## config.mk

```make
export PLATFORM = sky130hd
export DESIGN_NAME = datamem_arbiter
export DESIGN_NICKNAME = d
export VERILOG_FILES = /design/src/rtl/datamem_arbiter.sv
export SDC_FILE = /design/constraint.sdc
export NUM_CORES = 1
export LEC_CHECK = 0
export CAP_MARGIN = 40
export CORE_UTILIZATION = 44
export CTS_CLUSTER_SIZE = 24
export DETAILED_ROUTE_END_ITERATION = 16
export GPL_TIMING_DRIVEN = 0
export PLACE_DENSITY_LB_ADDON = 0.2
export SYNTH_ARGS = -nofsm -noshare
export SYNTH_HDL_FRONTEND = slang
export SYNTH_SLANG_ARGS = --single-unit
```

## constraint.sdc

```tcl
create_clock -name Clock -period 2.5 [get_ports Clock]
set_input_delay 0.5 -clock Clock [delete_from_list [all_inputs] [get_ports Clock]]
set_output_delay 0.5 -clock Clock [all_outputs]
set_load 0.05 [all_outputs]
```

## src/rtl/datamem_arbiter.sv

```systemverilog
// datamem_arbiter
//   Two-requester round-robin arbiter and sequencer in front of the X/Y
//   addressed data memory (datamem). Requester A is the CPU load/store unit.
//   Requester B is the DMA/debug port. Each transaction takes
//   IDLE (grant) -> ISSUE (memory access) -> CAPTURE (registered Data_out),
//   so peak throughput is one transaction every 3 cycles.
//
// Ports
//   Clock, Resetn                     rising-edge clock, async active-low reset
//   a_valid/a_ready/a_we/a_addr/a_wdata    requester A request channel
//   a_rsp_valid/a_rsp_rdata                requester A one-cycle response
//   b_*                                    same as a_*, for requester B
//   mem_WriteEnable/X_addr/Y_addr/Data_in  registered drive into datamem
//   mem_Data_out                           registered read data from datamem
//   busy                                   high whenever not IDLE
module datamem_arbiter #(
    parameter int ADDR_BITS  = 8,
    parameter int DATA_WIDTH = 8
) (
    input  logic                   Clock,
    input  logic                   Resetn,
    input  logic                   a_valid,
    output logic                   a_ready,
    input  logic                   a_we,
    input  logic [ADDR_BITS-1:0]   a_addr,
    input  logic [DATA_WIDTH-1:0]  a_wdata,
    output logic                   a_rsp_valid,
    output logic [DATA_WIDTH-1:0]  a_rsp_rdata,
    input  logic                   b_valid,
    output logic                   b_ready,
    input  logic                   b_we,
    input  logic [ADDR_BITS-1:0]   b_addr,
    input  logic [DATA_WIDTH-1:0]  b_wdata,
    output logic                   b_rsp_valid,
    output logic [DATA_WIDTH-1:0]  b_rsp_rdata,
    output logic                   mem_WriteEnable,
    output logic [ADDR_BITS/2-1:0] mem_X_addr,
    output logic [ADDR_BITS/2-1:0] mem_Y_addr,
    output logic [DATA_WIDTH-1:0]  mem_Data_in,
    input  logic [DATA_WIDTH-1:0]  mem_Data_out,
    output logic                   busy
);
    localparam int HALF = ADDR_BITS / 2;

    typedef enum logic [1:0] {S_IDLE, S_ISSUE, S_CAPTURE} state_t;

    state_t                 r_state, w_next;
    logic                   r_last_b;   // 1: B was granted last
    logic                   r_owner_b;  // 1: B owns the in-flight transaction
    logic                   r_we;
    logic                   r_mem_we;
    logic [HALF-1:0]        r_x, r_y;
    logic [DATA_WIDTH-1:0]  r_din;
    logic                   r_a_rsp_valid, r_b_rsp_valid;
    logic [DATA_WIDTH-1:0]  r_a_rdata, r_b_rdata;

    logic                   w_grant_a, w_grant_b;
    logic                   w_sel_we;
    logic [ADDR_BITS-1:0]   w_sel_addr;
    logic [DATA_WIDTH-1:0]  w_sel_wdata;
    logic [DATA_WIDTH-1:0]  w_rsp_data;

    always_ff @(posedge Clock or negedge Resetn) begin
        if (!Resetn) r_state <= S_IDLE;
        else         r_state <= w_next;
    end

    // Grant logic: on contention, the requester that was not granted last wins.
    always_comb begin
        w_next    = r_state;
        w_grant_a = 1'b0;
        w_grant_b = 1'b0;
        case (r_state)
            S_IDLE: begin
                w_grant_a = a_valid && (!b_valid || r_last_b);
                w_grant_b = b_valid && (!a_valid || !r_last_b);
                if (w_grant_a || w_grant_b) w_next = S_ISSUE;
            end
            S_ISSUE:   w_next = S_CAPTURE;
            S_CAPTURE: w_next = S_IDLE;
            default:   w_next = S_IDLE;
        endcase
    end

    assign w_sel_we    = w_grant_b ? b_we    : a_we;
    assign w_sel_addr  = w_grant_b ? b_addr  : a_addr;
    assign w_sel_wdata = w_grant_b ? b_wdata : a_wdata;
    // Writes return zero so a stale read value never looks like a response.
    assign w_rsp_data  = r_we ? '0 : mem_Data_out;

    always_ff @(posedge Clock or negedge Resetn) begin
        if (!Resetn) begin
            r_last_b      <= 1'b1;
            r_owner_b     <= 1'b0;
            r_we          <= 1'b0;
            r_mem_we      <= 1'b0;
            r_x           <= '0;
            r_y           <= '0;
            r_din         <= '0;
            r_a_rsp_valid <= 1'b0;
            r_b_rsp_valid <= 1'b0;
            r_a_rdata     <= '0;
            r_b_rdata     <= '0;
        end else begin
            r_a_rsp_valid <= 1'b0;
            r_b_rsp_valid <= 1'b0;
            case (r_state)
                S_IDLE: begin
                    if (w_grant_a || w_grant_b) begin
                        r_owner_b <= w_grant_b;
                        r_last_b  <= w_grant_b;
                        r_we      <= w_sel_we;
                        r_x       <= w_sel_addr[ADDR_BITS-1:HALF];
                        r_y       <= w_sel_addr[HALF-1:0];
                        r_din     <= w_sel_wdata;
                        // Memory write strobe is high only for the ISSUE cycle.
                        r_mem_we  <= w_sel_we;
                    end
                end
                S_ISSUE: r_mem_we <= 1'b0;
                S_CAPTURE: begin
                    if (r_owner_b) begin
                        r_b_rsp_valid <= 1'b1;
                        r_b_rdata     <= w_rsp_data;
                    end else begin
                        r_a_rsp_valid <= 1'b1;
                        r_a_rdata     <= w_rsp_data;
                    end
                end
                default: r_mem_we <= 1'b0;
            endcase
        end
    end

    assign a_ready         = w_grant_a;
    assign b_ready         = w_grant_b;
    assign a_rsp_valid     = r_a_rsp_valid;
    assign a_rsp_rdata     = r_a_rdata;
    assign b_rsp_valid     = r_b_rsp_valid;
    assign b_rsp_rdata     = r_b_rdata;
    assign mem_WriteEnable = r_mem_we;
    assign mem_X_addr      = r_x;
    assign mem_Y_addr      = r_y;
    assign mem_Data_in     = r_din;
    assign busy            = (r_state != S_IDLE);
endmodule

```

Yosys cells after proc, flatten, opt, wreduce, memory -nomap -nowiden --
Index checks and enable logic that the tools add are counted. W data, S select, Z words.
Cells by class: eq/ne operators 4, mux-type cells 14, bitwise operators 2, reductions and logical operators 15
Operator list (count):
- $mux W8 | 3
- $mux W1 | 8
- $reduce_and A2 Y1 | 4
- $logic_or A1 B1 Y1 | 4
- $ne A2 B2 Y1 const B | 2
- $pmux W2 S2 | 1
- $logic_not A1 Y1 | 3
- $eq A2 B1 Y1 const B | 1
- $eq A2 B2 Y1 const B | 1
- $logic_and A1 B1 Y1 | 2
- $logic_not A2 Y1 | 1
- $mux W2 | 1
- $not A1 Y1 | 2
- $pmux W1 S2 | 1
- $reduce_bool A2 Y1 | 1
Storage, ports and cells: flip-flop bits (word level) 40, input bits 46, output and inout bits 38, logic and storage cells 47

Depth between registers and ports, before layout --
word-level depth 7, gate-level depth with buffers 5, gate-level depth less buffers 4

Least setup slack after synthesis --
OpenSTA, ideal clock, no wires.
kind input to output, from input b_valid, to output b_ready, data arrival time 1.331 ns, required time 2.000 ns, slack 0.669 ns, stages 3, path buffers 1, cell sequence nor3b_1 > buf_2 > and2_1
On the way: cells in the longest elaborated chain, start to end 2
Ends and longest elaborated chain:
- from (decl) | RTL line 29 | input logic b_valid,
- $logic_and A1 B1 Y1 | RTL line 76 | w_grant_b = b_valid && (!a_valid || !r_last_b);
- $mux W1 | RTL line 73 | case (r_state)
- to (decl) | RTL line 30 | output logic b_ready,
No other way between the ends.

Worst setup path in the final report --
from input b_valid, to output a_ready
On the way: cells in the longest elaborated chain, start to end 4
Ends and longest elaborated chain:
- $logic_not A1 Y1 | RTL line 75 | w_grant_a = a_valid && (!b_valid || r_last_b);
- $logic_or A1 B1 Y1 | RTL line 75
- $logic_and A1 B1 Y1 | RTL line 75
- $mux W1 | RTL line 73
- to (decl) | RTL line 23 | output logic a_ready,
No other way between the ends.

==> flow_summary.json <==
{
  "gp_congestion": 0.819,
  "vias": 1739,
  "synthesis.nets": 229,
  "start_util": 0.475,
  "vias_per_cell": 5.37,
  "antenna_found_initial": 0,
  "htree_levels": 2,
  "hold_viol_final": 0,
  "dp_slack_ns": -0.473,
  "grt_overflow": 0,
  "p_leak_nw": 1.21,
  "rsz0062_at_grt": "no",
  "cp-end-kind": "primary output",
  "syn2layout_area_growth_pct": 58.4,
  "slowest_stage": "clkdlybuf4s50_1",
  "core_area_mm2": 0.00377,
  "finalCriticalPeriod_ns": 2.44,
  "synthCells": 183,
  "cts_made_buffers": 5,
  "yosysWarningCount": 0,
  "synth.avg_cell_area_um2": 9.80,
  "cts_sinks": 40,
  "cts_tree": "done",
  "grt_pass1_wl_um": 8020,
  "max-clock-path-buffers": 2,
  "die_w_um": 65.8,
  "firstDrtPassIters": 4,
  "worstPathArrival_ns": 1.94,
  "die_h_um": 65.8,
  "port-buffer-count": 83,
  "row_count": 22,
  "dp_hpwl_um": 3340,
  "nFillCells": 302,
  "crit_family": "buffers and inverters",
  "max_cap_viol_count": 0,
  "critPathBufInv": 3,
  "synth-simple-area-share": 0.192,
  "drt_iter0_drc": 83,
  "finalSetupViolations": 0,
  "wirelength_um": 4780,
  "clockRootBuffer": "clkbuf_8",
  "synth_fa_ha_area_frac": 0,
  "diodes": 0,
  "die_area_mm2": 0.00433,
  "clk_pin_slew_worst_paths_ns": 0.07,
  "wl_per_cell_um": 14.8,
  "drive_above_1_share": 0.0833,
  "ir_drop_v": 0.000722,
  "layout_setup_ws_ns": 0.0595,
  "skew_ns": 0.00686,
  "hold_class": "reg -> reg",
  "power_density_mw_per_mm2": 1430,
  "stdcell_count": 324,
  "status": "completed",
  "max_freq_mhz": 410,
  "ant_nets": 0,
  "grt_pass1_vias": 1716,
  "holdWs_ns": 0.483,
  "clk_latency_ns": 0.30,
  "worstPathMaxFanout": 9,
  "dp_cells": 315,
  "worst_pin_slew_ns": 0.523,
  "worstSetupPathType": "in -> out",
  "synth_top_family_by_area": "simple AND/OR/NAND/NOR gates",
  "start_kind": "input port",
  "synthDistinctLibCells": 26,
  "nNetsFinal": 321,
  "synth-seq-area-share": 0.559,
  "crit_chain": "clkdlybuf4s50_1 > clkinv_1 > o211a_1 > clkdlybuf4s15_2",
  "synth_xor_xnor_area_share": 0,
  "synthMuxAreaShare": 0,
  "slowest_delay_ns": 0.53,
  "postCtsSetupBuffers": 0,
  "drv_slew": 0,
  "critical_path_required_ns": 2.00,
  "max_slew_margin": 0.651,
  "ys_ff_latch": 40,
  "grt.total_usage": 0.246,
  "post-route-period-util": 0.976,
  "netlist_area_mm2": 0.00179,
  "boundaryPins": 84,
  "drc": 0,
  "grt_max_degree": 40,
  "synth_compound_area_frac": 0.191
}
## timing repair
action,CTS,global route
hold endpoints to repair,1,0
hold buffers,1,0
resized for setup,10,2
setup endpoints to repair,3,1
## power by group
| group | switching, W | total (W) | internal [W] | leakage [nW] |
|---|---|---|---|---|
| Combinational | 0.00155 | 0.00232 | 0.000770 | 0.646 |
| Sequential | 0.000175 | 0.00112 | 0.000942 | 0.502 |
| Clock | 0.000226 | 0.000625 | 0.000399 | 0.0654 |
| Total | 0.00195 | 0.00406 | 0.00211 | 1.21 |
## layer usage
metal  GRT usage  part of all wire
met4      0.0897             0.012
met1       0.322              0.43
met3      0.0500             0.059
met5           0                 0
met2       0.401              0.49
## path summary, 6_finish.rpt
path                                 from        endpoint  slack [ns]  cells after the start
max                               b_valid         a_ready        0.06                      4
min                        a_rsp_rdata[0]  a_rsp_rdata[0]        0.48                      2
max reg2reg                      r_last_b   mem_X_addr[3]        1.08                      4
min reg2reg                a_rsp_rdata[0]  a_rsp_rdata[0]        0.48                      2
max in group asynchronous          Resetn        r_last_b        1.53                      3
min in group asynchronous          Resetn  a_rsp_rdata[1]        0.52                      2
## layout by cell type, fill, tap and decap left out
| cell | netlist | layout |
|---|---|---|
| nand2b_1 | 8 | 8 |
| buf_12 | 0 | 1 |
| bufinv_16 | 0 | 2 |
| nand3_1 | 34 | 34 |
| dfrtp_1 | 39 | 39 |
| clkbuf_8 | 0 | 5 |
| inv_2 | 1 | 1 |
| inv_1 | 3 | 3 |
| buf_2 | 5 | 6 |
| buf_6 | 1 | 1 |
| nand2_1 | 17 | 17 |
| clkdlybuf4s50_1 | 0 | 79 |
| dlygate4sd2_1 | 0 | 1 |
| nor3b_1 | 1 | 1 |
| buf_8 | 1 | 1 |
| o2111ai_1 | 17 | 17 |
| nand3b_1 | 1 | 1 |
| o211a_1 | 1 | 1 |
| and2_1 | 1 | 1 |
| a31oi_1 | 1 | 1 |
| buf_4 | 1 | 2 |
| dlygate4sd3_1 | 0 | 1 |
| clkbuf_1 | 7 | 7 |
| o311ai_0 | 1 | 1 |
| nor2_1 | 6 | 6 |
| and2b_1 | 1 | 1 |
| o21ai_2 | 1 | 1 |
| dfstp_2 | 1 | 1 |
| clkinv_1 | 1 | 1 |
| o21ai_1 | 8 | 8 |
| or3b_1 | 1 | 1 |
| clkbuf_2 | 0 | 1 |
| o21ai_0 | 24 | 24 |
| clkdlybuf4s15_2 | 0 | 1 |
## state kept, by name, indices dropped and copies added (netlist names)
name / cells
a_rsp_rdata: 8
a_rsp_valid: 1
b_rsp_rdata: 8
b_rsp_valid: 1
mem_Data_in: 8
mem_WriteEnable: 1
mem_X_addr: 4
mem_Y_addr: 4
r_last_b: 1
r_owner_b: 1
r_state: 2
r_we: 1
## per-stage QoR
step / TNS, ns / utilization / total power [W] / cell area [µm²]
after floorplan: 0 / - / 0.00264 / 1790
after global placement: -0.864 / 0.712 / 0.00342 / 2680
after detailed placement: -0.880 / 0.716 / 0.00346 / 2700
after CTS: 0 / 0.753 / 0.00408 / 2840
after global routing: 0 / 0.753 / 0.00430 / 2840
final: 0 / 0.753 / 0.00406 / 2840
## worst reg2reg max path: stages (launching register included)
cell	delay, ns
dfstp_2	0.55
nand2_1	0.20
clkbuf_1	0.30
nand3_1	0.17
nand3_1	0.09
## cell usage after synthesis
master,number,area (µm²)
o211a_1,1,10.0
dfstp_2,1,26.3
nand3_1,34,170
nand2b_1,8,50.1
inv_1,3,11.3
dfrtp_1,39,976
buf_2,5,25.0
o21ai_2,1,8.76
nand3b_1,1,7.51
and2_1,1,6.26
and2b_1,1,7.51
o2111ai_1,17,149
clkinv_1,1,3.75
inv_2,1,3.75
o21ai_0,24,120
buf_6,1,11.3
clkbuf_1,7,26.3
nand2_1,17,63.8
buf_4,1,7.51
buf_8,1,15.0
nor3b_1,1,7.51
o311ai_0,1,8.76
a31oi_1,1,6.26
o21ai_1,8,40.0
nor2_1,6,22.5
or3b_1,1,8.76
## layout make-up
cell class | instances | area (µm²) | share of cell area
Sequential cell | 40 | 1000 | 0.353
Timing Repair Buffer | 85 | 851 | 0.300
Multi-Input combinational cell | 123 | 687 | 0.242
Buffer | 15 | 88.8 | 0.0313
Clock buffer | 6 | 72.6 | 0.0256
Clock inverter | 2 | 60.1 | 0.0211
Tap cell | 48 | 60.1 | 0.0211
Inverter | 5 | 18.8 | 0.00661
## cells by family (layout without fill, tap and decap cells)
group	Yosys count	in the layout
buffers and inverters	20	113
AOI/OAI and AO/OA	53	53
DFF	40	40
and+or+nand+nor	70	70
Power figures use the tool's default switching activity.
